==> src/rtl/alu_seq_pkg.sv <==
// Shared opcode encodings and flag bit positions for the registered ALU.
package alu_seq_pkg;

    localparam logic [5:0] OP_ADD = 6'b100000;
    localparam logic [5:0] OP_SUB = 6'b100010;
    localparam logic [5:0] OP_AND = 6'b100100;
    localparam logic [5:0] OP_OR  = 6'b100101;
    localparam logic [5:0] OP_XOR = 6'b100110;
    localparam logic [5:0] OP_NOR = 6'b100111;
    localparam logic [5:0] OP_SRL = 6'b000010;
    localparam logic [5:0] OP_SRA = 6'b000011;

    // Bit positions inside the 4-bit flag word {carry, ovf, zero, err}.
    localparam int FLG_CARRY = 3;
    localparam int FLG_OVF   = 2;
    localparam int FLG_ZERO  = 1;
    localparam int FLG_ERR   = 0;

endpackage

==> src/rtl/alu_seq_if.sv <==
// Board-side bundle: switch bus and buttons in, LED result and flags out.
interface alu_seq_if #(
    parameter int NB_DATA = 8,
    parameter int NB_SW   = 8
);
    // Buttons are raw asynchronous levels with no handshake; o_valid is a
    // one-cycle strobe marking the cycle in which o_leds/o_flags first show a new result.
    logic [NB_SW-1:0]   i_sw;
    logic               i_btn_a;
    logic               i_btn_b;
    logic               i_btn_op;
    logic [NB_DATA-1:0] o_leds;
    logic [3:0]         o_flags;
    logic               o_valid;

    modport master (
        output i_sw, i_btn_a, i_btn_b, i_btn_op,
        input  o_leds, o_flags, o_valid
    );

    modport slave (
        input  i_sw, i_btn_a, i_btn_b, i_btn_op,
        output o_leds, o_flags, o_valid
    );
endinterface

==> src/rtl/alu_seq_core.sv <==
// Purely combinational ALU datapath: (a, b, op) -> result and status bits.
module alu_core
    import alu_seq_pkg::*;
#(
    parameter int NB_DATA = 8,
    parameter int NB_OP   = 6
) (
    input  logic [NB_DATA-1:0] a,
    input  logic [NB_DATA-1:0] b,
    input  logic [NB_OP-1:0]   op,
    output logic [NB_DATA-1:0] result,
    output logic               carry,
    output logic               ovf,
    output logic               zero,
    output logic               err
);
    localparam logic [NB_DATA:0] SHIFT_LIM = (NB_DATA + 1)'(NB_DATA);

    logic [NB_DATA:0] wide;
    logic             big_shift;

    assign big_shift = {1'b0, b} >= SHIFT_LIM;

    always_comb begin
        result = '0;
        carry  = 1'b0;
        ovf    = 1'b0;
        err    = 1'b0;
        wide   = '0;
        case (op)
            OP_ADD: begin
                wide   = {1'b0, a} + {1'b0, b};
                result = wide[NB_DATA-1:0];
                carry  = wide[NB_DATA];
                ovf    = (a[NB_DATA-1] == b[NB_DATA-1]) && (result[NB_DATA-1] != a[NB_DATA-1]);
            end
            OP_SUB: begin
                // The extra top bit of the widened difference is the borrow.
                wide   = {1'b0, a} - {1'b0, b};
                result = wide[NB_DATA-1:0];
                carry  = wide[NB_DATA];
                ovf    = (a[NB_DATA-1] != b[NB_DATA-1]) && (result[NB_DATA-1] != a[NB_DATA-1]);
            end
            OP_AND: result = a & b;
            OP_OR:  result = a | b;
            OP_XOR: result = a ^ b;
            OP_NOR: result = ~(a | b);
            OP_SRL: result = big_shift ? '0 : (a >> b);
            OP_SRA: result = big_shift ? {NB_DATA{a[NB_DATA-1]}}
                                       : NB_DATA'($signed(a) >>> b);
            default: err = 1'b1;
        endcase
    end

    assign zero = (result == '0) && !err;

endmodule

==> src/rtl/alu_seq.sv <==
// Registered ALU: three synchronised push-buttons load A, B and opcode from one
// switch bus; result and flags are registered and held until the next load.
module alu_seq
    import alu_seq_pkg::*;
#(
    parameter int NB_DATA = 8,
    parameter int NB_OP   = 6,
    parameter int NB_SW   = 8,
    parameter int N_SYNC  = 2
) (
    input  logic   clk,
    input  logic   i_rst_n,
    alu_seq_if.slave bus
);
    // Button index 0 = A, 1 = B, 2 = opcode.
    logic [2:0]        btn_raw;
    logic [N_SYNC-1:0] sync_q [3];
    logic [2:0]        hist_q;
    logic [2:0]        load;

    logic [NB_DATA-1:0] a_q, b_q;
    logic [NB_OP-1:0]   op_q;
    logic               load_pend_q;
    logic [NB_DATA-1:0] leds_q;
    logic [3:0]         flags_q;
    logic               valid_q;

    logic [NB_DATA-1:0] core_result;
    logic               core_carry, core_ovf, core_zero, core_err;

    assign btn_raw = {bus.i_btn_op, bus.i_btn_b, bus.i_btn_a};

    always_comb begin
        load = '0;
        for (int i = 0; i < 3; i++) begin
            load[i] = sync_q[i][N_SYNC-1] & ~hist_q[i];
        end
    end

    always_ff @(posedge clk or negedge i_rst_n) begin
        if (!i_rst_n) begin
            for (int i = 0; i < 3; i++) begin
                sync_q[i] <= '0;
            end
            hist_q <= '0;
        end else begin
            for (int i = 0; i < 3; i++) begin
                sync_q[i] <= {sync_q[i][N_SYNC-2:0], btn_raw[i]};
                hist_q[i] <= sync_q[i][N_SYNC-1];
            end
        end
    end

    // Simultaneous load pulses all capture the same switch value on one edge.
    always_ff @(posedge clk or negedge i_rst_n) begin
        if (!i_rst_n) begin
            a_q         <= '0;
            b_q         <= '0;
            op_q        <= NB_OP'(OP_ADD);
            load_pend_q <= 1'b0;
        end else begin
            if (load[0]) a_q  <= bus.i_sw[NB_DATA-1:0];
            if (load[1]) b_q  <= bus.i_sw[NB_DATA-1:0];
            if (load[2]) op_q <= bus.i_sw[NB_OP-1:0];
            load_pend_q <= |load;
        end
    end

    alu_core #(.NB_DATA(NB_DATA), .NB_OP(NB_OP)) u_core (
        .a      (a_q),
        .b      (b_q),
        .op     (op_q),
        .result (core_result),
        .carry  (core_carry),
        .ovf    (core_ovf),
        .zero   (core_zero),
        .err    (core_err)
    );

    // An unknown opcode keeps the previous result and arithmetic flags, raising only err.
    always_ff @(posedge clk or negedge i_rst_n) begin
        if (!i_rst_n) begin
            leds_q  <= '0;
            flags_q <= 4'b0010;
            valid_q <= 1'b0;
        end else begin
            if (load_pend_q) begin
                if (core_err) begin
                    flags_q[FLG_ERR] <= 1'b1;
                end else begin
                    leds_q             <= core_result;
                    flags_q[FLG_CARRY] <= core_carry;
                    flags_q[FLG_OVF]   <= core_ovf;
                    flags_q[FLG_ZERO]  <= core_zero;
                    flags_q[FLG_ERR]   <= 1'b0;
                end
            end
            valid_q <= load_pend_q;
        end
    end

    assign bus.o_leds  = leds_q;
    assign bus.o_flags = flags_q;
    assign bus.o_valid = valid_q;

endmodule

==> src/flat_wrapper.sv <==
// flat-port wrapper written by rule: the top's interface ports become plain ports
module alu_seq_flat import alu_seq_pkg::*;
#(
    parameter int NB_DATA = 8,
    parameter int NB_OP   = 6,
    parameter int NB_SW   = 8,
    parameter int N_SYNC  = 2
)
  (clk, i_rst_n, bus_i_sw, bus_i_btn_a, bus_i_btn_b, bus_i_btn_op, bus_o_leds, bus_o_flags, bus_o_valid);
  alu_seq_if #(.NB_DATA(NB_DATA), .NB_SW(NB_SW)) bus_i ();
  input  logic clk;
  input  logic i_rst_n;
  input wire logic [$bits(bus_i.i_sw)-1:0] bus_i_sw;
  input wire logic [$bits(bus_i.i_btn_a)-1:0] bus_i_btn_a;
  input wire logic [$bits(bus_i.i_btn_b)-1:0] bus_i_btn_b;
  input wire logic [$bits(bus_i.i_btn_op)-1:0] bus_i_btn_op;
  output wire logic [$bits(bus_i.o_leds)-1:0] bus_o_leds;
  output wire logic [$bits(bus_i.o_flags)-1:0] bus_o_flags;
  output wire logic [$bits(bus_i.o_valid)-1:0] bus_o_valid;
  assign bus_i.i_sw = bus_i_sw;
  assign bus_i.i_btn_a = bus_i_btn_a;
  assign bus_i.i_btn_b = bus_i_btn_b;
  assign bus_i.i_btn_op = bus_i_btn_op;
  assign bus_o_leds = bus_i.o_leds;
  assign bus_o_flags = bus_i.o_flags;
  assign bus_o_valid = bus_i.o_valid;
  alu_seq #(.NB_DATA(NB_DATA), .NB_OP(NB_OP), .NB_SW(NB_SW), .N_SYNC(N_SYNC)) u_core (.clk(clk), .i_rst_n(i_rst_n), .bus(bus_i));
endmodule
==> config.mk <==
export PLATFORM = sky130hd
export DESIGN_NAME = alu_seq_flat
export DESIGN_NICKNAME = d
export VERILOG_FILES = /design/src/rtl/alu_seq_pkg.sv /design/src/rtl/alu_seq_if.sv /design/src/rtl/alu_seq_core.sv /design/src/rtl/alu_seq.sv /design/src/flat_wrapper.sv
export SDC_FILE = /design/constraint.sdc
export NUM_CORES = 1
export LEC_CHECK = 0
export ABC_CLOCK_PERIOD_IN_PS = 6900
export CAP_MARGIN = 20
export CORE_MARGIN = 2
export CORE_UTILIZATION = 55
export CTS_CLUSTER_SIZE = 28
export DETAILED_ROUTE_END_ITERATION = 10
export GPL_TIMING_DRIVEN = 0
export PLACE_DENSITY = 0.76
export RECOVER_POWER = 50
export SLEW_MARGIN = 10
export SYNTH_ARGS = -nofsm -noshare
export SYNTH_HDL_FRONTEND = slang
export SYNTH_SLANG_ARGS = --single-unit
==> constraint.sdc <==
create_clock -name clk -period 6.9 [get_ports clk]
set_input_delay 1.035 -clock clk [delete_from_list [all_inputs] [get_ports clk]]
set_output_delay 1.035 -clock clk [all_outputs]
set_load 0.05 [all_outputs]
======== After elaboration in Yosys (flattened, before gate mapping) ========
Cells that the tools add are included.
storage, ports and cells
  RAM bits ................................ 0
  latch bits .............................. 0
  word-level logic and storage cells ...... 52
  input port bits ......................... 13
  register bits ........................... 45
  bits in read-only memories .............. 0
  memories kept ........................... 0
cells by class
  eq/ne operators ......................... 12
  order comparisons ....................... 1
  div/mod/pow operators ................... 0
  add/sub/neg operators ................... 2
  shift-type cells ........................ 2
  multipliers ............................. 0
  muxes and demuxes ....................... 6
  bitwise gates (word level) .............. 10
  reductions and logical operators ........ 7
operators with widths
  cell                                                  count
  case mux 8 bit (8 select lines)                       1
  == test 6 bit (second input constant)                 6
  2-to-1 mux 8 bit                                      2
  == test 6 x 2 -> 1 bit (second input constant)        2
  adder 8 x 8 -> 9 bit                                  1
  subtractor 8 x 8 -> 9 bit                             1
  AND 8 bit                                             1
  >= comparator 8 x 4 -> 1 bit (second input constant)  1
  zero test 8 bit                                       1
  inverter 8 bit                                        1
  OR 8 bit                                              1
  OR reduction 8 bit                                    1
  right shift 8 x 8 -> 8 bit                            1
  >>> shifter 8 x 8 -> 8 bit                            1
  bitwise XOR 8 bit                                     1
  case mux 1 bit (2 select lines)                       2
  AND 1 bit                                             3
  logical AND 1 bit                                     3
  != test 1 bit                                         3
  inverter 1 bit                                        3
  OR reduction 3 bit                                    1
  AND reduction 2 bit                                   1
  == test 1 bit                                         1
  2-to-1 mux 1 bit                                      1

======== Depth between registers and ports, before layout ========
Gate-level depths: netlist of the first run.
  word-level depth ........................ 5
  gate-level depth with buffers ........... 11
  gate-level depth less buffers ........... 11

======== By module ========
Synthesis of the first run repeated with hierarchy kept, for this count alone.
second synthesis, totals
  cells, all modules ...................... 349
  area total of the unflattened synthesis .. 3550.9 um^2
by module, submodules not included
  module    area each (um^2)  instances  cells each  sequential area each (um^2)
  alu_core  1828.0            1          261         0.0
  alu_seq   1722.9            1          88          1128.6

======== Least setup slack after synthesis of the first run ========
OpenSTA, ideal clock, no wires.
  kind .................................... flip-flop to flip-flop
  start ................................... reg u_core.b_q[1]
  end ..................................... reg u_core.flags_q[1] (netlist: u_core.bus.o_flags[1])
  arrival time ............................ 2549 ps
  data required time ...................... 6814 ps
  stages on the path, launching flop included .. 11
  setup slack ............................. 4265 ps
  clock period less this slack ............ 2635 ps
  cells stage by stage .................... dfrtp_1 clkbuf_1 inv_1 fa_1 nor3b_1 nor3_1 xnor2_1 nor2_1 nor4_1 nand4_1 o31ai_2
on the way
  word-level cells in the longest chain between the ends .. 5
ends and longest elaborated chain
  what                                                        line                source
  from (decl)                                                 alu_seq.sv:21       logic [NB_DATA-1:0] a_q, b_q;
  from (signal assigned)                                      alu_seq.sv:63       if (load[1]) b_q <= bus.i_sw[NB_DATA-1:0];
  >= comparator 8 x 4 -> 1 bit, or another cell as far along  alu_seq_core.sv:22  assign big_shift = {1'b0, b} >= SHIFT_LIM;
  2-to-1 mux 8 bit, or another cell as far along              alu_seq_core.sv:49  OP_SRA: result = big_shift ? {NB_DATA{a[NB_DATA-1]}}
  case mux 8 bit (8 select lines) (*)                         alu_seq_core.sv:30  case (op)
  zero test 8 bit (*)                                         alu_seq_core.sv:55  assign zero = (result == '0) && !err;
  logical AND 1 bit (*)                                       alu_seq_core.sv:55
  to (signal, indexed assignment)                             alu_seq.sv:92       flags_q[FLG_CARRY] <= core_carry;
  to (signal, indexed assignment)                             alu_seq.sv:93       flags_q[FLG_OVF] <= core_ovf;
  to (signal, indexed assignment)                             alu_seq.sv:94       flags_q[FLG_ZERO] <= core_zero;
  to (decl)                                                   alu_seq.sv:25       logic [3:0] flags_q;
Every way passes the cells marked *; elsewhere a longest branch is shown, timed or not.
A chain may end at the register's enable or synchronous reset.

======== Worst setup path in the final report of the first run ========
Same ends and word-level chain as after synthesis.

==> key figures, run 1 <==
Status
  – Status: complete, but fails checks
  – Failing checks: max-capacitance violations, max-slew violations

Logic synthesis
  – Post-Syn Area per Cell: around 8.9 µm²
  – Main flop type after synthesis: dfrtp_1
  – Fraction of the yosys area taken by sequential cells: 0.342
  – Warnings from Yosys: 0
  – Synth Net Count: roughly 410
  – Mux share of post-synthesis cell area: 0.0751
  – Largest area contributor in the synthesized netlist: dfrtp_1
  – Ys async rst share: 1.00
  – Syn Inst Count: 370
  – Combinational family with the most area after synthesis: compound AO/OA/AOI/OAI gates
  – EDFF count, synth: 0
  – Cell variety after synth: 57
  – Adder-Cell Fraction of Synth Area: 0.114
  – Share of the synthesized area in the top cell type: 0.326
  – Post-synthesis simple-gate area fraction: 0.153
  – Yosys reg bits: 45
  – Synth Area in XOR/XNOR: 0.0451
  – Complex-gate fraction of the synthesized area: 0.214
  – Synth Cell Area: around 3300 µm²
  – Area contributors post-synth: dfrtp_1 (33%), ha_1 (10%), o21ai_0 (4.7%), nand2_1 (4.7%), xnor2_1 (3.4%)

Worst setup path
  – Worst Path Max Fanout: 8
  – Slowest cell on the critical path: fa_1
  – RR Endpoint: u_core.bus.o_flags[1]
  – WP data arrival: ~3.4 ns
  – Flop-to-flop setup slack: approximately 3.7 ns
  – Critical path class: flip-flop to flip-flop
  – CP Launch Type: flip-flop
  – CP endpoint kind: flip-flop
  – Worst path cell trace: clkbuf_1, inv_1, fa_1, nor3b_1, nor3_1, xnor2_1, nor2_1, nor4_1, nand4_1, o31ai_2
  – FF-to-FF path depth: 10
  – Reg2Reg Launch Point: u_core.b_q[1]
  – Critical Path RT: 7.13 ns
  – Max incr delay on CP: between 0.5 and 0.6 ns

Routing
  – DRT Pass-1 Iters: 5
  – Vias per cell: ~6.3
  – DR WL/cell: roughly 20 µm
  – Via count: roughly 3,000
  – Antenna-violating nets left: 0
  – DRC Markers: 0
  – Routed WL: slightly below 10 mm
  – DR iter-0 viols: roughly 270

Floorplan
  – Die height: between 80 and 90 µm
  – Site Rows: 28
  – IO Pins: 26
  – Core Box Area: just under 6000 µm²
  – Die area: between 6000 and 7000 µm²
  – Die Wd: around 80 µm
  – Initial Util: 0.564

Placed design
  – Placed cell area: about 3700 µm²
  – Port-buffer cells: 25
  – Cells after DPL: about 470
  – Final HPWL DP: between 7 and 8 mm
  – Routability cong.: between 1 and 1.5

Min path
  – Hold path cells: 0
  – Hold Startpoint: u_core.sync_q[4]
  – Worst Hold End: u_core.sync_q[5]
  – Hold crit path type: flip-flop to flip-flop

Power and ir drop
  – Internal: between 500 and 600 µW
  – Sw Share: 0.418
  – Combinational share of power: 0.440
  – Peak supply drop: between 0.15 and 0.2 mV
  – Net Sw Power: between 400 and 500 µW
  – Reg power frac: 0.344
  – Clock share of power: 0.216
  – Pwr Density: about 260 nW/µm²
  – Static leakage: around 0.0016 µW

STA
  – Max transition margin: -0.262
  – Hold Vio Cnt, Final: 0
  – Worst Tran Pin Value: 1.89 ns
  – TNS Setup: 0 ns
  – Unrepaired setup endpoints after global routing: false
  – Final setup vio count: 0
  – Max Freq: between 0.3 and 0.4 GHz
  – Fin. max-slew vios: 37
  – Final worst path period share: 0.466
  – Minimum clock period: around 3.2 ns
  – Final Skew: ~0.011 ns

GRT
  – Number of global-route vias before repair: 2,826
  – GRT overflow: 0
  – Largest net degree at the start of global routing: 37
  – First-pass GRT wire length: roughly 15 mm
  – Total Routing Usage GR: 0.309
  – Initial antenna violation count: 0

Clocking
  – Clock slew at reported path FFs: 0.10 ns
  – Hold_buf cts: 0
  – Max clock buf depth: 2
  – CTS tree: yes
  – Post_cts resized: 0
  – Root buffer cell: clkbuf_8
  – Post-CTS Setup Inserts: 0
  – Clk_lat worst skew: 0.30 ns
  – CTS H-tree depth: 2
  – Num CTS Buffers: 5
  – CTS sink cnt: 45

Layout
  – Final Non-Filler Cells: approximately 480
  – NumNets Final: between 400 and 500
  – Layout cell share with drive strength beyond 1: 0.0718
  – Fill count: 514
  – Design Area, Final: between 3000 and 4000 µm²
  – N_diodes: 0
  – Synthesis-to-layout area growth: 14.0%

Job
  – Max-cap violations: 1
==> state kept, by name, indices dropped and copies added (netlist names) <==
| register | cells |
|---|---|
| u_core.bus.o_leds | 8 |
| u_core.load_pend_q | 1 |
| u_core.bus.o_flags | 4 |
| u_core.bus.o_valid | 1 |
| u_core.hist_q | 3 |
| u_core.a_q | 8 |
| u_core.b_q | 8 |
| u_core.op_q | 6 |
| u_core.sync_q | 6 |
==> cells in the final DEF, fill, tap and decap left out, drive strengths merged, types with 3 or more instances in the layout <==
cell type      instances
a211oi                11
a21oi                 20
a31oi                  5
buf                    5
clkbuf                27
clkdlybuf4s50         24
dfrtp                 43
ha                    27
inv                   24
mux2                   6
mux2i                  9
mux4                   4
nand2                 41
nand2b                 3
nand3                  9
nor2                  19
nor2b                  8
nor3                  10
nor3b                  3
nor4                   4
o211a                  3
o211ai                 4
o21ai                 33
o21bai                 5
o221ai                 4
o22ai                  3
xnor2                 13
xor2                   4
==> how the worst max path moves through the flow <==
| stage | to | slack [ns] | start | cells past startpoint |
|---|---|---|---|---|
| after floorplan | u_core.bus.o_flags[1] | 4.27 | u_core.b_q[1] | 10 |
| after global placement | u_core.bus.o_leds[1] | 3.53 | i_rst_n | 1 |
| after detailed placement | u_core.bus.o_flags[1] | 3.69 | u_core.b_q[1] | 10 |
| after CTS | u_core.bus.o_flags[1] | 3.66 | u_core.b_q[1] | 10 |
| after global routing | u_core.bus.o_flags[1] | 3.37 | u_core.b_q[1] | 10 |
| final | u_core.bus.o_flags[1] | 3.69 | u_core.b_q[1] | 10 |
==> layer usage <==
metal,vias to the layer above,track usage,part of all wire
met5,-,0,0
met4,0,0.114,0.029
met3,31,0.0527,0.079
met2,151,0.465,0.45
met1,1436,0.447,0.44
li1,1378,-,-
==> worst max-delay path: cells and delay by family (launching register included) <==
kind | cells | cell delay, ns
AOI/OAI and AO/OA | 1 | 0.23
xor gates and xnor gates | 1 | 0.17
adders and majority gates | 1 | 0.52
buffers and inverters | 2 | 0.62
DFF | 1 | 0.44
and+or+nand+nor | 5 | 1.18
==> per-stage QoR <==
stage	setup slack (ns)	hold slack [ns]	utilization	power (µW)
2_1_floorplan	4.27	0.331	-	644
3_3_place_gp	3.53	0.339	0.623	766
3_5_place_dp	3.69	0.336	0.626	772
4_1_cts	3.66	0.360	0.646	987
5_1_grt	3.37	0.363	0.643	1040
6_report	3.69	0.356	0.643	988
==> area by class of cell <==
class                   count  area [µm²]  share of cell area
repair buffers             26         248              0.0659
clock inverters             3        50.0              0.0133
flip-flops and latches     45        1130               0.300
inverters                  23        86.3              0.0230
multi-input cells         277        1990               0.528
plain buffers              25        98.8              0.0263
clock buffers               5        68.8              0.0183
well taps                  75        93.8              0.0250
==> logic make-up after synthesis <==
group	Yosys count
buf+inv	48
fa+ha+maj	29
xor+xnor	17
compound gates	107
simple gates	105
flops	45
mux	19
==> cell usage after synthesis (all sizes together) (2+ instances only) <==
master and n:
nand2 41, nor3 10, nand2b 3, mux2i 9
o21ai 33, mux4 4, mux2 6, clkbuf 20
inv 23, a21oi 20, xor2 4, nor3b 3
xnor2 13, a211oi 11, a21o 2, o31ai 2
a2111oi 2, nor2 19, ha 27, o21bai 5
nand3 9, o211a 3, a22oi 2, fa 2
nor4 4, o221ai 4, o22ai 3, a31oi 5
dfrtp 43, o211ai 4, a21boi 2, nor2b 8
buf 5, dfstp 2
==> power by group through the flow <==
| stage | registers, µW | clock network, µW | logic, µW |
|---|---|---|---|
| 6_report | 340 | 213 | 435 |
| 2_1_floorplan | 395 | 0 | 249 |
| 5_1_grt | 344 | 228 | 472 |
| 3_3_place_gp | 343 | 0 | 422 |
| 4_1_cts | 339 | 218 | 430 |
| 3_5_place_dp | 345 | 0 | 427 |
(Power assumes the default switching activity.)
==> run 2, diff against run 1 <==
--- a/config.mk
+++ b/config.mk
@@ -5,7 +5,7 @@
 export SDC_FILE = /design/constraint.sdc
 export NUM_CORES = 1
 export LEC_CHECK = 0
-export ABC_CLOCK_PERIOD_IN_PS = 6900
+export ABC_CLOCK_PERIOD_IN_PS = 3100
 export CAP_MARGIN = 20
 export CORE_MARGIN = 2
 export CORE_UTILIZATION = 55
==> constraint.sdc (replaced) <==
create_clock -name clk -period 3.1 [get_ports clk]
set_input_delay 0.465 -clock clk [delete_from_list [all_inputs] [get_ports clk]]
set_output_delay 0.465 -clock clk [all_outputs]
set_load 0.05 [all_outputs]
==> run 2 against run 1 <==
Effect of this change:
- the flow now finishes without violations
- total power is 120% higher
- cell count is 0.63% lower
- clock skew is 0.0020 ns higher
- hold slack worse by 0.16 ns
- largest cell class unchanged
==> key figures, run 2 (synthesized netlist as in run 1, its figures left out) <==
Clocking
  – Hold_buf cts: 0 (unchanged)
  – Root buffer cell: clkbuf_8 (unchanged)
  – CTS H-tree depth: 2 (unchanged)
  – Num CTS Buffers: 5 (unchanged)
  – Clock slew at reported path FFs: 0.10 ns (about the same)
  – Post-CTS Setup Inserts: 0 (unchanged)
  – CTS sink cnt: 45 (unchanged)
  – CTS tree: yes (unchanged)
  – Clk_lat worst skew: 0.31 ns (was 0.30 ns)
  – Max clock buf depth: 2 (unchanged)

STA
  – Final worst path period share: 0.948 (was 0.466)
  – Max Freq: 0.340 GHz (was 0.311 GHz)
  – Worst Tran Pin Value: 0.772 ns (was 1.89 ns)
  – Fin. max-slew vios: 0 (was 37)
  – Hold Vio Cnt, Final: 0 (unchanged)
  – Final Skew: 0.0134 ns (was 0.0113 ns)
  – Max transition margin: 0.486 (was -0.262)
  – Minimum clock period: 2.94 ns (was 3.21 ns)
  – Final setup vio count: 0 (unchanged)
  – Unrepaired setup endpoints after global routing: false (unchanged)

Layout
  – Layout cell share with drive strength beyond 1: 0.0873 (was 0.0718)
  – Multi-input logic area: 2000 µm² (was 1990 µm²)
  – Synthesis-to-layout area growth: 14.6% (was 14.0%)
  – Fill count: 509 (was 514)
  – Register area: 1130 µm² (about the same)
  – Final Non-Filler Cells: 476 (was 479)
  – Final core area utilization: 0.646 (was 0.643)
  – N_diodes: 0 (unchanged)
  – Most frequent cells in the layout: dfrtp_1 (42), nand2_1 (41), o21ai_0 (31), ha_1 (26), clkdlybuf4s50_1 (24) (was dfrtp_1 (43), nand2_1 (41), o21ai_0 (31), ha_1 (27), clkdlybuf4s50_1 (24))
  – Leading cell type in the layout, fill and taps excluded: dfrtp_1 (unchanged)
  – NumNets Final: 442 (was 445)

Routing
  – DRT Pass-1 Iters: 5 (unchanged)
  – Via count: 2,999 (was 2,996)
  – DRC Markers: 0 (unchanged)
  – Vias per cell: 6.30 (was 6.25)
  – Antenna-violating nets left: 0 (unchanged)
  – Routed WL: 9.62 mm (about the same)
  – DR WL/cell: 20.2 µm (was 20.1 µm)
  – DR iter-0 viols: 280 (was 273)

Status
  – Status: finished, final reports clean (was complete, but fails checks)

Worst setup path
  – FF-to-FF path depth: 9 (was 10)
  – WP data arrival: 3.17 ns (was 3.44 ns)
  – CP Launch Type: flip-flop (unchanged)
  – CP delay by family, top: compound AO/OA/AOI/OAI gates (was simple AND/OR/NAND/NOR gates)
  – Crit. path cell count: 9 (was 10)
  – Worst path cell trace: ha_1, fa_1, a211oi_1, o21bai_1, a21oi_1, xnor2_1, a211oi_1, nand3_1, o31ai_2 (was clkbuf_1, inv_1, fa_1, nor3b_1, nor3_1, xnor2_1, nor2_1, nor4_1, nand4_1, o31ai_2)
  – Worst path most repeated cell: a211oi_1
  – Max incr delay on CP: 0.48 ns (was 0.52 ns)
  – WP buf/inv: 0 (was 2)
  – Flop-to-flop setup slack: 0.16 ns (was 3.69 ns)
  – RR Endpoint: u_core.bus.o_flags[1] (unchanged)
  – Worst Path Max Fanout: 6 (was 8)
  – CP endpoint kind: flip-flop (unchanged)
  – Critical path class: flip-flop to flip-flop (unchanged)
  – Slowest cell on the critical path: dfrtp_1 (was fa_1)
  – Reg2Reg Launch Point: u_core.b_q[0] (was u_core.b_q[1])
  – Critical Path RT: 3.33 ns (was 7.13 ns)

Min path
  – Hold crit path type: input port to asynchronous set/reset pin (was flip-flop to flip-flop)

GRT
  – Number of global-route vias before repair: 2,829 (was 2,826)
  – Total Routing Usage GR: 0.309 (unchanged)
  – First-pass GRT wire length: 15.0 mm (about the same)
  – Initial antenna violation count: 0 (unchanged)
  – GRT overflow: 0 (unchanged)
  – Largest net degree at the start of global routing: 37 (unchanged)

Floorplan
  – Die Wd: 81.5 µm (unchanged)
  – Site Rows: 28 (unchanged)
  – IO Pins: 26 (unchanged)
  – Die height: 81.5 µm (unchanged)
  – Core Box Area: 5850 µm² (unchanged)
  – Die area: 6640 µm² (unchanged)
  – Initial Util: 0.564 (unchanged)

Power and ir drop
  – Peak supply drop: 0.407 mV (was 0.183 mV)
  – Static leakage: 0.00157 µW (was 0.00156 µW)
  – Pwr Density: 585 nW/µm² (was 263 nW/µm²)

Placed design
  – Cells after DPL: 471 (unchanged)
  – Port-buffer cells: 25 (unchanged)
  – Routability cong.: 1.02 (unchanged)
  – Final HPWL DP: 7.27 mm (unchanged)

Job
  – Max-cap violations: 0 (was 1)
-- run 2: worst register-to-register path: stages (launching register included) --
cell	delay, ns
dfrtp_1	0.48
ha_1	0.31
fa_1	0.44
a211oi_1	0.40
o21bai_1	0.14
a21oi_1	0.23
xnor2_1	0.09
a211oi_1	0.43
nand3_1	0.15
o31ai_2	0.19
-- run 2: cell type report --
class,instances,area share
buffer,22,0.0235
clock inverter,3,0.0132
clock buffer,5,0.0182
sequential,45,0.299
tap,75,0.0248
multi-input combinational,277,0.529
inverter,23,0.0228
timing repair buffer,26,0.0698
-- run 2: per-layer routing --
| layer | GRT usage | wire [µm] | vias to the layer above |
|---|---|---|---|
| met5 | 0 | 0 | - |
| met4 | 0.114 | 274 | 0 |
| met3 | 0.0527 | 686 | 28 |
| met2 | 0.465 | 4240 | 141 |
| met1 | 0.447 | 4420 | 1455 |
| li1 | - | - | 1375 |
-- run 2: per-stage QoR --
| step | TNS (ns) | setup WS, ns | hold slack (ns) | cell area (µm²) | power [µW] |
|---|---|---|---|---|---|
| final | 0 | 0.162 | 0.198 | 3780 | 2210 |
| after global routing | 0 | 0.00447 | 0.231 | 3780 | 2330 |
| after CTS | 0 | 0.111 | 0.0410 | 3790 | 2200 |
| after detailed placement | -0.113 | -0.113 | 0.336 | 3660 | 1720 |
| after global placement | -0.0741 | -0.0741 | 0.339 | 3640 | 1700 |
| after floorplan | 0 | 0.465 | 0.169 | 3300 | 1430 |
-- run 2: worst max path at each step --
stage	startpoint	end	slack, ns
2_1_floorplan	u_core.b_q[1]	u_core.bus.o_flags[1]	0.46
3_3_place_gp	u_core.b_q[1]	u_core.bus.o_flags[1]	-0.07
3_5_place_dp	u_core.b_q[1]	u_core.bus.o_flags[1]	-0.11
4_1_cts	u_core.b_q[2]	u_core.bus.o_flags[1]	0.11
5_1_grt	u_core.b_q[1]	u_core.bus.o_flags[1]	0.004
6_report	u_core.b_q[0]	u_core.bus.o_flags[1]	0.16
-- run 2: report_power, final --
group          switching (µW)  internal, µW
sequential               82.7           675
clock                     235           248
combinational             607           366
-- run 2: timing repair --
action,4_1_cts,5_1_grt
resized for setup,2,3
hold endpoints to repair,0,0
endpoints found under the setup margin,1,2
